[config.mk]
export PLATFORM = sky130hd
export DESIGN_NAME = reg_write_arbiter
export DESIGN_NICKNAME = d
export VERILOG_FILES = /design/src/rtl/reg_write_arbiter.sv
export SDC_FILE = /design/constraint.sdc
export NUM_CORES = 1
export LEC_CHECK = 0
export CORE_UTILIZATION = 36
export CTS_BUF_LIST = sky130_fd_sc_hd__clkbuf_16
export CTS_CLUSTER_DIAMETER = 30
export CTS_CLUSTER_SIZE = 30
export DETAILED_ROUTE_END_ITERATION = 6
export MAX_ROUTING_LAYER = met4
export PLACE_DENSITY = 0.87
export SYNTH_ARGS = -nofsm -noshare
export SYNTH_HDL_FRONTEND = slang
export SYNTH_SLANG_ARGS = --single-unit
[constraint.sdc]
create_clock -name clk -period 1.64 [get_ports clk]
set_input_delay 0.164 -clock clk [delete_from_list [all_inputs] [get_ports clk]]
set_output_delay 0.164 -clock clk [all_outputs]
set_load 0.02 [all_outputs]
[src/rtl/reg_write_arbiter.sv]
// reg_write_arbiter: round-robin arbitration of two writeback requesters onto
// the single register-file write port, with a registered write stage and a
// pending-write scoreboard used by issue logic to stall dependent reads.
module reg_write_arbiter #(
  parameter int DATA_W = 32,
  parameter int ADDR_W = 5
) (
  input  logic                      clk,
  input  logic                      rst,
  input  logic                      req0_valid,
  input  logic [ADDR_W-1:0]         req0_addr,
  input  logic [DATA_W-1:0]         req0_data,
  output logic                      req0_ready,
  input  logic                      req1_valid,
  input  logic [ADDR_W-1:0]         req1_addr,
  input  logic [DATA_W-1:0]         req1_data,
  output logic                      req1_ready,
  input  logic                      mark_valid,
  input  logic [ADDR_W-1:0]         mark_addr,
  input  logic [ADDR_W-1:0]         q1_addr,
  input  logic [ADDR_W-1:0]         q2_addr,
  output logic                      stall,
  output logic                      wr_en,
  output logic [ADDR_W-1:0]         W1,
  output logic [DATA_W-1:0]         D1,
  output logic [(1<<ADDR_W)-1:0]    busy
);

  localparam int NREG = 1 << ADDR_W;

  // Register 0 is hardwired, so writes to it are dropped and it is never tracked.
  function automatic logic is_real_reg(input logic [ADDR_W-1:0] addr);
    return (addr != '0);
  endfunction

  logic                 last_grant;
  logic                 accept_p0;
  logic                 accept_sel_p0;
  logic [ADDR_W-1:0]    acc_addr_p0;
  logic [DATA_W-1:0]    acc_data_p0;
  logic                 wr_en_p1;
  logic [ADDR_W-1:0]    w1_p1;
  logic [DATA_W-1:0]    d1_p1;
  logic [NREG-1:0]      busy_q;
  logic [NREG-1:0]      busy_next;

  // Round-robin grant: a lone requester always wins, contention goes to the
  // requester that did not win last time.
  always_comb begin
    req0_ready = req0_valid & (~req1_valid | last_grant);
    req1_ready = req1_valid & (~req0_valid | ~last_grant);
  end

  // Select the accepted request for this cycle (stage p0).
  always_comb begin
    accept_p0     = req0_ready | req1_ready;
    accept_sel_p0 = req1_ready;
    acc_addr_p0   = req1_ready ? req1_addr : req0_addr;
    acc_data_p0   = req1_ready ? req1_data : req0_data;
  end

  // ---- stage p0 -> p1: register the winning write and the arbitration history
  always_ff @(posedge clk) begin
    if (rst) begin
      last_grant <= 1'b1;
      wr_en_p1   <= 1'b0;
      w1_p1      <= '0;
      d1_p1      <= '0;
    end else begin
      if (accept_p0) begin
        last_grant <= accept_sel_p0;
      end
      if (accept_p0 && is_real_reg(acc_addr_p0)) begin
        wr_en_p1 <= 1'b1;
        w1_p1    <= acc_addr_p0;
        d1_p1    <= acc_data_p0;
      end else begin
        wr_en_p1 <= 1'b0;
        w1_p1    <= '0;
        d1_p1    <= '0;
      end
    end
  end

  assign wr_en = wr_en_p1;
  assign W1    = w1_p1;
  assign D1    = d1_p1;

  // Scoreboard next state: the write leaving p1 clears its register, a new
  // mark sets one; a mark wins over a clear of the same register.
  always_comb begin
    busy_next = busy_q;
    if (wr_en_p1) begin
      busy_next[w1_p1] = 1'b0;
    end
    if (mark_valid && is_real_reg(mark_addr)) begin
      busy_next[mark_addr] = 1'b1;
    end
    busy_next[0] = 1'b0;
  end

  // Scoreboard state register.
  always_ff @(posedge clk) begin
    if (rst) begin
      busy_q <= '0;
    end else begin
      busy_q <= busy_next;
    end
  end

  assign busy  = busy_q;
  assign stall = busy_q[q1_addr] | busy_q[q2_addr];

endmodule
Yosys cells after proc, flatten, opt, wreduce, memory -nomap -nowiden
Index checks and enable logic that the tools add are counted.
W data, S select, Z words.
{ "classes": {"n_mux": 13, "magnitude_cmp": 6, "bitwise": 13, "reduce_logical": 7} }
{ "ops": {"columns": ["op", "n"], "rows": [
  ["$mux W32", 3],
  ["$and A32 B32 Y32", 1],
  ["$not A32 Y32", 1],
  ["$or A32 B32 Y32", 1],
  ["$lt A5 B6 Y1 const B", 4],
  ["$bmux W1 S5", 2],
  ["$demux W1 S5", 2],
  ["$ge A5 B1 Y1 const B", 2],
  ["$reduce_bool A5 Y1", 2],
  ["$mux W1", 5],
  ["$mux W5", 1],
  ["$logic_and A1 B1 Y1", 4],
  ["$not A1 Y1", 4],
  ["$or A1 B1 Y1", 4],
  ["$and A1 B1 Y1", 2],
  ["$reduce_or A2 Y1", 1]
]} }
{ "word_totals": {"regBits": 71} }

Longest topological paths before layout
{ "depth": {"depth_word": 9, "ltp_mapped": 8} }

Worst setup path after synthesis
OpenSTA, ideal clock, no wires.
{ "synth_path": {"path_type": "reg2out", "startpoint": "register busy_q[5], in the netlist busy[5]", "endpoint": "output stall", "path_slack_ns": -0.077, "path_stages_with_launch": 5, "arrival_time_ns": 1.553, "n_path_buf": 0, "path_cell_list": "dfxtp_1 -> mux2_1 -> a2111oi_0 -> o31ai_1 -> a221o_1"} }
{ "synth_between": {"elab_chain_len": 3, "word_cells_on_any_way": 5} }
{ "synth_lines": {"columns": ["item", "line_no", "source"], "rows": [
  ["start, declared", "44", "logic [NREG-1:0] busy_q;"],
  ["start signal, assigned", "107", "busy_q <= busy_next;"],
  ["$bmux W1 S5", "112", "assign stall = busy_q[q1_addr] | busy_q[q2_addr];"],
  ["$mux W1 (implied by the code)", "112", null],
  ["$or A1 B1 Y1 (*)", "112", null],
  ["end, declared", "22", "output logic stall,"]
]} }
Mark *: on every way between the ends. The rest lies on a longest branch, timed or not. The select of a mux whose other input is x is not followed.

Final worst setup path
{ "layout_path": {"startpoint": "register busy_q[7], in the netlist busy[7]", "endpoint": "output stall"} }
The elaborated chain is that of the path after synthesis.

==> results.md <==
- The worst setup skew after layout is 4.87 ps.
- The top achievable clock speed is 0.484 GHz.
- The number of fillers in the final layout is 692.
- The number of global-route vias before repair is 3896.
- The worst hold path was traced through 3 stages.
- The checks that failed: negative setup slack.
- The number of nets at the end of the flow is 687.
- The chip width is 97.4 um.
- In this run the critical register-to-register path is launched from W1[4]$_SDFF_PP0_.
- Setup violations remaining at the end of the flow were counted as 1.
- Walking the worst path, the cells encountered are buf_4 -> mux2_1 -> a31oi_1 -> a311oi_1 -> a221o_1 -> buf_6.
- Dividing the detail-routed wire length by the instance count gives 16.8 um.
- The number of antenna diodes in the final layout is 0.
- The final standard cell area without fillers is 5740 um^2.
- On the critical path, the stage with the largest delay is an instance of sky130_fd_sc_hd__dfxtp_1.
- The quantity of hold-fixing buffers added after cts is 0.
- The most common library cell in the layout ignoring fill and taps is sky130_fd_sc_hd__clkdlybuf4s50_1.
- The source-to-sink clock delay at the later pin of the worst-skew pair is 330 ps.
- The number of enable flip-flop cells after synthesis is 0.
- The kind of launch point of the worst setup path is a flip-flop.
- Once routing completed, OpenROAD measured the worst setup slack at -428 ps.
- Of all nets on the critical path, the largest fanout is 3.
- Of the total power, registers draw 0.382.
- Once detail routing completed, the nets flagged for antenna violations numbered 0.
- The initial antenna violation count was 0.
- Detailed placement ended at an HPWL of 8.96 mm.
- The worst register-to-register path ends at busy[2]$_SDFF_PP0_.
- The worst supply voltage drop on vdd is 0.000597 V.
- The number of hold violations in the final report is 0.
- The worst path buffer plus inverter count is 2.
- The share of the yosys chip area belonging to registers is 0.428.
- The path type of the worst min-delay path is input port to flip-flop.
- Of the total power, the share spent switching nets is 0.248.
- The power density relative to cell area is 830 nW/um^2.
- The share of the clock period used by the worst path is 1.26.
- The pin count of the biggest net entering global routing is 36.
- The depth of the most critical reg-to-reg path is 3.
- The ratio of routed vias to standard cells is 5.36.
- The combined global-route utilization of all metal layers is 0.258.
- The main flop type after synthesis is sky130_fd_sc_hd__dfxtp_1.
- The library cells used most frequently in the layout, excluding fill and tap cells, are 151 x sky130_fd_sc_hd__clkdlybuf4s50_1, 110 x sky130_fd_sc_hd__nand2_1, 67 x sky130_fd_sc_hd__a21oi_1.
- In the routed design, unresolved DRC markers number 0.
- The endpoint required time on the critical path is 1480 ps.
- After synthesis, the mean cell area works out to 8.47 um^2.
- At the worst endpoint, the arrival time is 1900 ps.
- The number of max-capacitance violations reported is 0.
- The leakage component of the power is 2.28 nW.
- The clock passes through at most 2 buffers.
- Broken down by cell family, the worst path's largest delay share belongs to compound AO/OA/AOI/OAI gates.
- The initial cell density of the core is 0.374.
- The number of warning messages in the yosys log is 0.
- The top-level port count is 167.
- Of the total power, combinational logic draws 0.189.
- The share of flip-flops with an asynchronous set or reset is 0.
- Before CTS, the worst setup slack after placement is -1050 ps.
- Port buffering added 165 buffers.
- In this run the cell area measured after placement is 5370 um^2.
- In this run the standard cell core region covers 8760 um^2.
- The die is 97.4 um tall.
- Counting every sink on the clock net gives 70.
- The sequential cells in the finished layout cover a total of 1430 um^2.
- The cell sitting at the root of the clock tree is a sky130_fd_sc_hd__clkbuf_16.
- Setup repair after global routing could not meet its margin everywhere.
- The largest single stage delay on the critical path is 330 ps.
- After clock tree synthesis, the clock-pin slew on the worst setup and hold paths is 60 ps.
- Subtracting the final worst setup slack from the clock period gives 2070 ps.
- The final-report max-slew violation count was 0.
- The post-synthesis sequential element count is 70.
- For this run the aggregate overflow at the end of global routing stands at 0.
- The wire length after detailed routing is 11.8 mm.
- In this run the number of H-tree levels came out at 3.
- After routing, the total negative slack on setup checks comes to -428 ps.
- Of the total power, the clock network draws 0.429.
- The power spent charging and discharging nets is 1.18 mW.
- The critical path is of the flip-flop to output pin type.
- After the first detailed-routing iteration, the DRC count stood at 155.
- The worst hold path begins at req0_addr[4].
- Clock tree synthesis inserted a total of 9 buffers.
- The final design utilization is 0.655.
- The first global-routing pass estimated 18.9 mm of wire.
- The number of distinct library cells after synthesis is 44.
- The final RePlAce weighted congestion is 0.977.
- The cell area after synthesis is 3280 um^2.
- For flop-to-flop paths, the worst setup slack is 230 ps.
- Of the cells placed in the final design, the portion with a size suffix greater than 1 is 0.196.
- The path with the worst hold slack has its endpoint at W1[4]$_SDFF_PP0_.
- The count of standard-cell rows is 34.
- The clock tree from TritonCTS is yes.
- Relative to the synthesized area, the layout overhead comes to 75.1%.
- The area of the die is 9490 um^2.
- When the netlist entered floorplanning its net count stood at 481.
- In the final layout, the multi-input gates occupy 1730 um^2.
- The length of the first detailed-routing pass in iterations is 4.
- The flow ran to the end, but the final reports show violations.
- STA classifies the critical path endpoint as an output pin.
- The total number of vias is 3783.
- The overall power of the completed layout is 4.76 mW.
- The internal power of the cells totals 3.58 mW.
- The synthesized instance count is 387.
[metal layers]
| metal | routed length [um] | track usage | share of wire |
|---|---|---|---|
| met2 | 6000 | 0.434 | 0.51 |
| met5 | 0 | - | 0 |
| met3 | 1070 | 0.0475 | 0.091 |
| met1 | 4510 | 0.296 | 0.38 |
| met4 | 253 | 0.122 | 0.021 |
[cell usage after synthesis, types with 3 or more instances]
| library cell | instances | area [um^2] |
|---|---|---|
| sky130_fd_sc_hd__nand2_1 | 110 | 413 |
| sky130_fd_sc_hd__dfxtp_1 | 70 | 1400 |
| sky130_fd_sc_hd__a21oi_1 | 67 | 335 |
| sky130_fd_sc_hd__o21ai_0 | 30 | 150 |
| sky130_fd_sc_hd__mux4_2 | 12 | 270 |
| sky130_fd_sc_hd__clkbuf_1 | 11 | 41.3 |
| sky130_fd_sc_hd__buf_2 | 6 | 30.0 |
| sky130_fd_sc_hd__mux2i_1 | 6 | 60.1 |
| sky130_fd_sc_hd__nand3b_1 | 6 | 45.0 |
| sky130_fd_sc_hd__nand2b_1 | 5 | 31.3 |
| sky130_fd_sc_hd__nor2_1 | 5 | 18.8 |
| sky130_fd_sc_hd__nor3b_1 | 4 | 30.0 |
| sky130_fd_sc_hd__and3b_1 | 3 | 26.3 |
| sky130_fd_sc_hd__buf_1 | 3 | 11.3 |
| sky130_fd_sc_hd__buf_4 | 3 | 22.5 |
| sky130_fd_sc_hd__inv_1 | 3 | 11.3 |
| sky130_fd_sc_hd__mux4_1 | 3 | 78.8 |
| sky130_fd_sc_hd__nand3_1 | 3 | 15.0 |
| sky130_fd_sc_hd__o22ai_1 | 3 | 18.8 |
| sky130_fd_sc_hd__or3b_1 | 3 | 26.3 |
[through the flow]
| step | hold slack (ps) | instances |
|---|---|---|
| after floorplan | 300 | 387 |
| after global placement | 460 | 687 |
| after detailed placement | 480 | 687 |
| after CTS | 370 | 704 |
| after global routing | 164 | 706 |
| final | 140 | 706 |
[state kept, by name (all words and copies together) (netlist names)]
name	flops
D1	32
W1	5
busy	31
last_grant	1
wr_en	1
[cells by family (layout without fill, tap and decap cells)]
| kind of cell | Yosys count | count (layout) | synth area share |
|---|---|---|---|
| AO/OA/AOI/OAI | 113 | 113 | 0.184 |
| buffers and inverters | 30 | 241 | 0.0447 |
| flip-flops | 70 | 70 | 0.428 |
| multiplexers | 23 | 23 | 0.132 |
| other | 1 | 1 | 0.00114 |
| AND/OR/NAND/NOR | 150 | 150 | 0.211 |
[worst max-delay path by stage]
stage,start,to,slack (ps),depth (start not counted)
6_report,busy[7]$_SDFF_PP0_,stall,-430,6
5_1_grt,busy[19]$_SDFF_PP0_,stall,-500,5
4_1_cts,busy[31]$_SDFF_PP0_,stall,-420,5
3_5_place_dp,q2_addr[0],stall,-1050,6
3_3_place_gp,q1_addr[1],stall,-1020,6
2_1_floorplan,busy[15]$_SDFF_PP0_,stall,2,4
[power groups by stage]
stage	logic [mW]	clock network (mW)	registers, mW
global placement	0.856	0	1.85
detailed placement	0.877	0	1.85
finish	0.902	2.04	1.82
floorplan	0.287	0	1.94
CTS	0.874	2.07	1.82
global route	0.965	2.16	1.83
[area by class of cell]
cell class / instances / area share
clock buffer: 9 / 0.0392
clock inverter: 7 / 0.0155
inverter: 5 / 0.00327
multi-input combinational: 287 / 0.302
sequential: 70 / 0.249
tap: 108 / 0.0236
timing repair buffer: 220 / 0.367
[worst reg2reg max path, stage by stage (launching register included)]
cell,delay [ps]
sky130_fd_sc_hd__dfxtp_1,410
sky130_fd_sc_hd__or3_1,470
sky130_fd_sc_hd__o21ai_0,270
sky130_fd_sc_hd__a21oi_1,120
[what timing repair did]
item,4_1_cts,5_1_grt
endpoints found under the setup margin,6,3
buffers inserted,1,0
cloned,0,2
gates resized for setup,22,6
pin swaps,5,2
(Power assumes the default switching activity.)
